### config.mk
export PLATFORM = sky130hd
export DESIGN_NAME = serial_word_capture
export DESIGN_NICKNAME = d
export VERILOG_FILES = /design/src/rtl/serial_capture_pkg.sv /design/src/rtl/serial_word_capture_sipo.sv /design/src/rtl/serial_word_capture.sv
export SDC_FILE = /design/constraint.sdc
export NUM_CORES = 1
export LEC_CHECK = 0
export CELL_PAD_IN_SITES_DETAIL_PLACEMENT = 0
export CELL_PAD_IN_SITES_GLOBAL_PLACEMENT = 2
export CORE_MARGIN = 5
export CORE_UTILIZATION = 35
export CTS_CLUSTER_SIZE = 25
export DETAILED_ROUTE_END_ITERATION = 8
export GPL_TIMING_DRIVEN = 0
export PLACE_DENSITY = 0.79
export SETUP_SLACK_MARGIN = 0.05
export SYNTH_ARGS = -nofsm -noshare
export SYNTH_HDL_FRONTEND = slang
export SYNTH_SLANG_ARGS = --single-unit
### constraint.sdc
create_clock -name Clk -period 2.2 [get_ports Clk]
set_input_delay 0.33 -clock Clk [delete_from_list [all_inputs] [get_ports Clk]]
set_output_delay 0.33 -clock Clk [all_outputs]
set_load 0.02 [all_outputs]
### src/rtl/serial_capture_pkg.sv
// Shared types and constants for the serial word capture path.
package serial_capture_pkg;

  typedef enum logic [1:0] {
    IDLE    = 2'd0,
    COLLECT = 2'd1,
    DONE    = 2'd2
  } cap_state_t;

  localparam int DEFAULT_WORD_W = 17;

endpackage

### src/rtl/serial_word_capture_sipo.sv
// Serial-in parallel-out shift-right register with clear and enable.
// shifted_word is the value the register takes on an enabled shift, so a
// completing word can be captured on the same edge as its last bit.
module sipo_shift_reg #(
  parameter int WIDTH = 17
) (
  input  logic             clk,
  input  logic             rst,
  input  logic             clr,
  input  logic             en,
  input  logic             din,
  output logic [WIDTH-1:0] shifted_word
);

  logic [WIDTH-1:0] sreg_q;
  logic [WIDTH-1:0] sreg_d;

  assign shifted_word = {din, sreg_q[WIDTH-1:1]};

  always_comb begin
    sreg_d = sreg_q;
    if (clr) begin
      sreg_d = '0;
    end else if (en) begin
      sreg_d = shifted_word;
    end
  end

  always_ff @(posedge clk or posedge rst) begin
    if (rst) begin
      sreg_q <= '0;
    end else begin
      sreg_q <= sreg_d;
    end
  end

endmodule

### src/rtl/serial_word_capture.sv
// Deserialises an LSB-first bit stream into WIDTH-bit words with a valid/ack
// handshake; bits arriving while a word is unacknowledged set a sticky Overrun.
module serial_word_capture
  import serial_capture_pkg::*;
#(
  parameter int WIDTH = DEFAULT_WORD_W
) (
  input  logic                       Clk,
  input  logic                       Reset,
  input  logic                       Start,
  input  logic                       Shift_In,
  input  logic                       Shift_En,
  input  logic                       Ack,
  output logic [WIDTH-1:0]           Data_Out,
  output logic                       Data_Valid,
  output logic                       Busy,
  output logic                       Overrun,
  output logic [$clog2(WIDTH+1)-1:0] Bit_Count
);

  localparam int CW = $clog2(WIDTH + 1);
  localparam logic [CW-1:0] LAST_BIT = CW'(WIDTH - 1);
  localparam logic [CW-1:0] FULL     = CW'(WIDTH);

  cap_state_t       state_q, state_d;
  logic [CW-1:0]    count_q, count_d;
  logic [WIDTH-1:0] data_q, data_d;
  logic             overrun_q, overrun_d;
  logic             sreg_clr, sreg_en;
  logic [WIDTH-1:0] shifted_word;

  sipo_shift_reg #(.WIDTH(WIDTH)) u_sreg (
    .clk         (Clk),
    .rst         (Reset),
    .clr         (sreg_clr),
    .en          (sreg_en),
    .din         (Shift_In),
    .shifted_word(shifted_word)
  );

  always_comb begin
    state_d   = state_q;
    count_d   = count_q;
    data_d    = data_q;
    overrun_d = overrun_q;
    sreg_clr  = 1'b0;
    sreg_en   = 1'b0;
    unique case (state_q)
      IDLE: begin
        if (Start) begin
          state_d   = COLLECT;
          count_d   = '0;
          overrun_d = 1'b0;
          sreg_clr  = 1'b1;
        end
      end
      COLLECT: begin
        // A restart takes priority over any bit offered in the same cycle.
        if (Start) begin
          count_d   = '0;
          overrun_d = 1'b0;
          sreg_clr  = 1'b1;
        end else if (Shift_En) begin
          sreg_en = 1'b1;
          if (count_q == LAST_BIT) begin
            count_d = FULL;
            data_d  = shifted_word;
            state_d = DONE;
          end else begin
            count_d = count_q + CW'(1);
          end
        end
      end
      DONE: begin
        if (Ack) begin
          if (Start) begin
            state_d   = COLLECT;
            count_d   = '0;
            overrun_d = 1'b0;
            sreg_clr  = 1'b1;
          end else begin
            state_d = IDLE;
          end
        end else if (Shift_En) begin
          overrun_d = 1'b1;
        end
      end
      default: state_d = IDLE;
    endcase
  end

  always_ff @(posedge Clk or posedge Reset) begin
    if (Reset) begin
      state_q   <= IDLE;
      count_q   <= '0;
      data_q    <= '0;
      overrun_q <= 1'b0;
    end else begin
      state_q   <= state_d;
      count_q   <= count_d;
      data_q    <= data_d;
      overrun_q <= overrun_d;
    end
  end

  assign Data_Out   = data_q;
  assign Data_Valid = (state_q == DONE);
  assign Busy       = (state_q == COLLECT);
  assign Overrun    = overrun_q;
  assign Bit_Count  = count_q;

endmodule

; ---- Word-level counts from Yosys, hierarchy flattened
; Cells that the tools add are included.
[classes]
n_addsub = 1
n_eq_ne = 10
muxes = 25
bitwise = 1
reduce_logical = 9
[ops]
columns = cell, n
row1 = 17-bit 2-to-1 mux, 2
row2 = 5-bit 2-to-1 mux, 5
row3 = 5-bit one-hot mux with 3 select lines, 1
row4 = 2-bit 2-to-1 mux, 5
row5 = 1-bit 2-to-1 mux, 9
row6 = "2-bit != test, second input constant", 4
row7 = "3-bit != test, second input constant", 2
row8 = 2-bit one-hot mux with 3 select lines, 1
row9 = "5-bit by 1-bit adder with 5-bit output, second input constant", 1
row10 = "5-bit equality test, second input constant", 1
row11 = 5-bit AND reduction, 1
row12 = 1-bit one-hot mux with 2 select lines, 2
row13 = 4-bit AND reduction, 1
row14 = 2-bit nonzero test, 2
row15 = 3-bit AND reduction, 1
row16 = 3-bit nonzero test, 1
row17 = "2-bit by 1-bit equality test with 1-bit output, second input constant", 1
row18 = "2-bit equality test, second input constant", 1
row19 = 2-bit zero test, 1
row20 = "2-bit by 1-bit != test with 1-bit output, second input constant", 1
row21 = 2-bit AND reduction, 1
row22 = 2-bit OR reduction, 1
row23 = 1-bit inverter, 1
[word_totals]
reg_bits = 42
inputBits = 6
output_inout_bits = 25
wordCells = 51

; ---- Logic depth before layout (Yosys ltp)
[logic_depth]
word_depth = 5
depth_mapped = 7
mapped_depth_nobuf = 6

; ---- Cells and area by module
; From an unflattened synthesis, not the netlist that was laid out.
[hier_totals]
cells_unflattened = 138
hier_area_um2 = 1821.7
[by_module_without_submodules]
columns = mod, n_inst, cells_per_inst, area_per_inst_um2, seq_area_each_um2
row1 = serial_word_capture, 1, 84, 1149.9, 625.6
row2 = sipo_shift_reg, 1, 54, 671.9, 400.4

; ---- Least setup slack after synthesis
; OpenSTA, ideal clock, no wires.
[synth_timing]
path_kind = flip-flop to flip-flop
startpoint = register count_q[0] (netlist: Bit_Count[0])
endpoint = register data_q[0] (netlist: Data_Out[0])
setup_time_ps = 125
t_arrival_ps = 1592
required_ps = 2075
setup_slack_ps = 482
stages_incl_launch_ff = 7
n_path_buf = 1
synth_period_minus_slack_ps = 1718
cell_sequence = dfrtp_1 -> inv_1 -> ha_1 -> and4bb_2 -> nand2_4 -> buf_6 -> mux2_4
[synth_via]
elab_chain_len = 2
[synth_rtl]
columns = element, line_no
row1 = start: declaration, serial_word_capture.sv:26  ; logic [CW-1:0] count_q, count_d;
row2 = start signal: assignment, serial_word_capture.sv:100  ; count_q <= count_d;
row3 = 5-bit equality test, serial_word_capture.sv:65  ; if (count_q == LAST_BIT) begin
row4 = 4-bit AND reduction (no source line), -
row5 = end signal: assignment, serial_word_capture.sv:101  ; data_q <= data_d;
row6 = end: declaration, serial_word_capture.sv:27  ; logic [WIDTH-1:0] data_q, data_d;
; Every way passes these cells.
; A chain may end at the register's enable or synchronous reset.

; ---- Final worst setup path
[layout_timing]
startpoint = input port Shift_En
endpoint = register data_q[13] (netlist: Data_Out[13])
[layout_via]
elab_chain_len = 1
[layout_rtl]
columns = element, line_no
row1 = start: declaration, serial_word_capture.sv:12  ; input logic Shift_En,
row2 = 4-bit AND reduction (no source line), -
; Every way passes these cells.

==> results.yml <==
cells_and_area:
  n_fill_cell: 444
  design_area_sq_um: 2230
  area_delta_synth_final_pct: 27.9
  multi_input_area_sq_um: 643
  fin_nets: 176
  n_antenna_cell: 0
  final_layout_size_suffix_gt1_frac: 0.207
  regArea_sq_um: 1030
place:
  place_area_sq_um: 2120
  place.gp.congestion: 0.774
  dp_hpwl_microns: 2420
  portBuffers: 29
routing:
  drtIter0Drc: 73
  wl_microns: 3350
  postRouteAntennaNets: 0
  vias: 1136
  avgViaCountPerCell: 4.81
  drt_first_pass_iters: 4
  wl_per_cell_microns: 14.2
  drc: 0
floorplan:
  fp.coreArea_sq_um: 4790
  rows: 25
  ios: 31
  initial_utilization: 0.364
  die_area_sq_um: 6490
  die_y_microns: 80.5
  dieWidth_microns: 80.5
sta:
  period_share: 0.912
  rsz0062_at_grt: "false"
  hold_viol_final: 0
  drv_slew: 0
  fin_skew_ns: 0.00623
  worst_pin_slew_ns: 0.817
  layout_min_cycle_time_ns: 2.01
  fmax_mhz: 498
  slew_headroom: 0.454
  tns_ns: 0
  setup_viol: 0
power_and_ir_drop:
  ir_drop_uv: 317
  p_leak_nw: 1.05
  powerDensity_nw_per_um2: 642
cts:
  clkTransAtPathRegs_ns: 0.07
  cts.htree.levels: 2
  numCtsBuffers: 5
  cts_buffer_depth: 2
  cts_setup_buffers: 0
  clock-root-buffer: "clkbuf_8"
  cts_tree: "yes"
  numClockSinks: 41
  clkLatencyLatePin_ns: 0.29
setup_path:
  endpoint_kind: "register"
  critical_path_required_ns: 2.37
  crit_type: "in -> reg"
  crit_fanout: 10
  arrival_ns: 2.18
  start_kind: "primary input"
global_route:
  grt_usage: 0.118
  grt_pass1_vias: 1174
  antenna_found_initial: 0
  grt_max_degree: 42
  gr-total-overflow: 0
  grt_pass1_wl_microns: 5870
yosys:
  syn_inst: 132
  yosysWarnings: 0
  ys_seq_elements: 41
  avgSynthCellArea_sq_um: 13.2
  synth_fp_nets: 140
  yosysSeqAreaShare: 0.589
  syn_area_sq_um: 1740
  ys_types: 30
min_path:
  min_path_type: "in -> reg"
run_status:
  run_status: "completed"
run:
  cap_violations: 0
## final cells by class
class	instances	share of cell area
well taps	67	0.0376
clock inverters	2	0.0174
flip-flops and latches	41	0.460
repair buffers	29	0.130
plain buffers	7	0.0197
clock buffers	6	0.0326
inverters	8	0.0135
multi-input cells	76	0.289
## cell usage in the layout, fill, tap and decap left out, drive strengths merged
master          n
nand4b          1
a31oi           2
and4bb          1
a22o           14
inv             8
o21a            1
o31ai           2
nand4           1
o21ai           8
nor3            1
mux2           17
nand4bb         1
xnor2           2
o22ai           2
nor2b           1
nor2            2
nand3b          1
clkinv          1
bufinv          1
nand2           8
buf             6
ha              2
nand2b          3
clkdlybuf4s50  29
a21oi           3
a21boi          1
clkbuf          7
dfrtp          41
nand3           2
## per-stage QoR
stage          total power, W  setup slack [ns]  hold WS (ns)  std cells   util
3_5_place_dp         0.000856            -0.113         0.493        228  0.442
4_1_cts               0.00145            0.0708         0.384        236  0.465
3_3_place_gp         0.000853           -0.0704         0.487        228  0.442
6_report              0.00143             0.194         0.378        236  0.466
5_1_grt               0.00149            0.0879         0.387        236  0.466
2_1_floorplan        0.000824             0.482         0.438        132      -
## layer usage
metal  part of all wire  track usage  routed length (microns)  up-vias
met5                  0            0                        0        -
met4              0.014       0.0507                       47        0
met3              0.045       0.0314                      151        4
met2               0.46        0.180                     1530       28
met1               0.48        0.158                     1620      557
li1                   -            -                        -      547
## sequential cells by signal, summed over array words and instances, names as in the netlist
register	cells
Overrun	1
Data_Out	17
u_sreg.sreg_q	16
state_q	2
Bit_Count	5
## cells in the mapped netlist (all sizes together)
cell / instances / area (sq um)
dfrtp: 41 / 1030
mux2: 17 / 225
a22o: 14 / 123
inv: 8 / 30.0
nand2: 8 / 37.5
o21ai: 8 / 40.0
buf: 6 / 38.8
a21oi: 3 / 15.0
nand2b: 3 / 18.8
a31oi: 2 / 12.5
ha: 2 / 25.0
nand3: 2 / 10.0
nor2: 2 / 7.51
o22ai: 2 / 12.5
o31ai: 2 / 15.0
xnor2: 2 / 17.5
a21boi: 1 / 7.51
and4bb: 1 / 12.5
clkbuf: 1 / 3.75
nand3b: 1 / 7.51
nand4: 1 / 6.26
nand4b: 1 / 8.76
nand4bb: 1 / 11.3
nor2b: 1 / 6.26
nor3: 1 / 16.3
o21a: 1 / 7.51
## cells by family (layout without fill, tap and decap cells)
family / after synthesis / in the layout / share of synthesized area
buffers and inverters: 15 / 52 / 0.0417
XOR/XNOR: 2 / 2 / 0.0101
AND/OR/NAND/NOR: 22 / 22 / 0.0819
adder cells (fa/ha/maj): 2 / 2 / 0.0144
AO/OA/AOI/OAI: 33 / 33 / 0.134
flip-flops: 41 / 41 / 0.589
multiplexers: 17 / 17 / 0.129
## timing repair
action,4_1_cts,5_1_grt
hold buffers,0,0
resized for setup,0,2
endpoints found under the setup margin,0,1
## where the power goes
part           internal (W)  total [W]  switching [W]
Combinational     0.0000255  0.0000715      0.0000460
Sequential         0.000758   0.000767     0.00000839
Clock              0.000340   0.000593       0.000253
## path summary, 6_finish.rpt
path                                                      end  depth (start not counted)                      from  slack, ns
worst max-delay path                 Data_Out[13]$_DFFE_PP0P_                          6                  Shift_En       0.19
worst min-delay path                      Overrun$_DFFE_PP0P_                          2                     Start       0.38
worst max register to register       Data_Out[13]$_DFFE_PP0P_                          6    state_q[0]$_DFFE_PP0P_       0.40
worst min register to register       Data_Out[16]$_DFFE_PP0P_                          1  Data_Out[16]$_DFFE_PP0P_       0.51
max in group asynchronous       u_sreg.sreg_q[12]$_DFFE_PP0P_                          2                     Reset       1.17
min in group asynchronous             Data_Out[2]$_DFFE_PP0P_                          2                     Reset       0.52
## worst max-delay path, stage by stage
cell and delay (ns):
clkdlybuf4s50_1 0.59, nand2_1 0.13, nor3_4 0.40, nand2_4 0.21
buf_6 0.22, mux2_4 0.30
No activity file was read; power rests on OpenSTA's default activity.
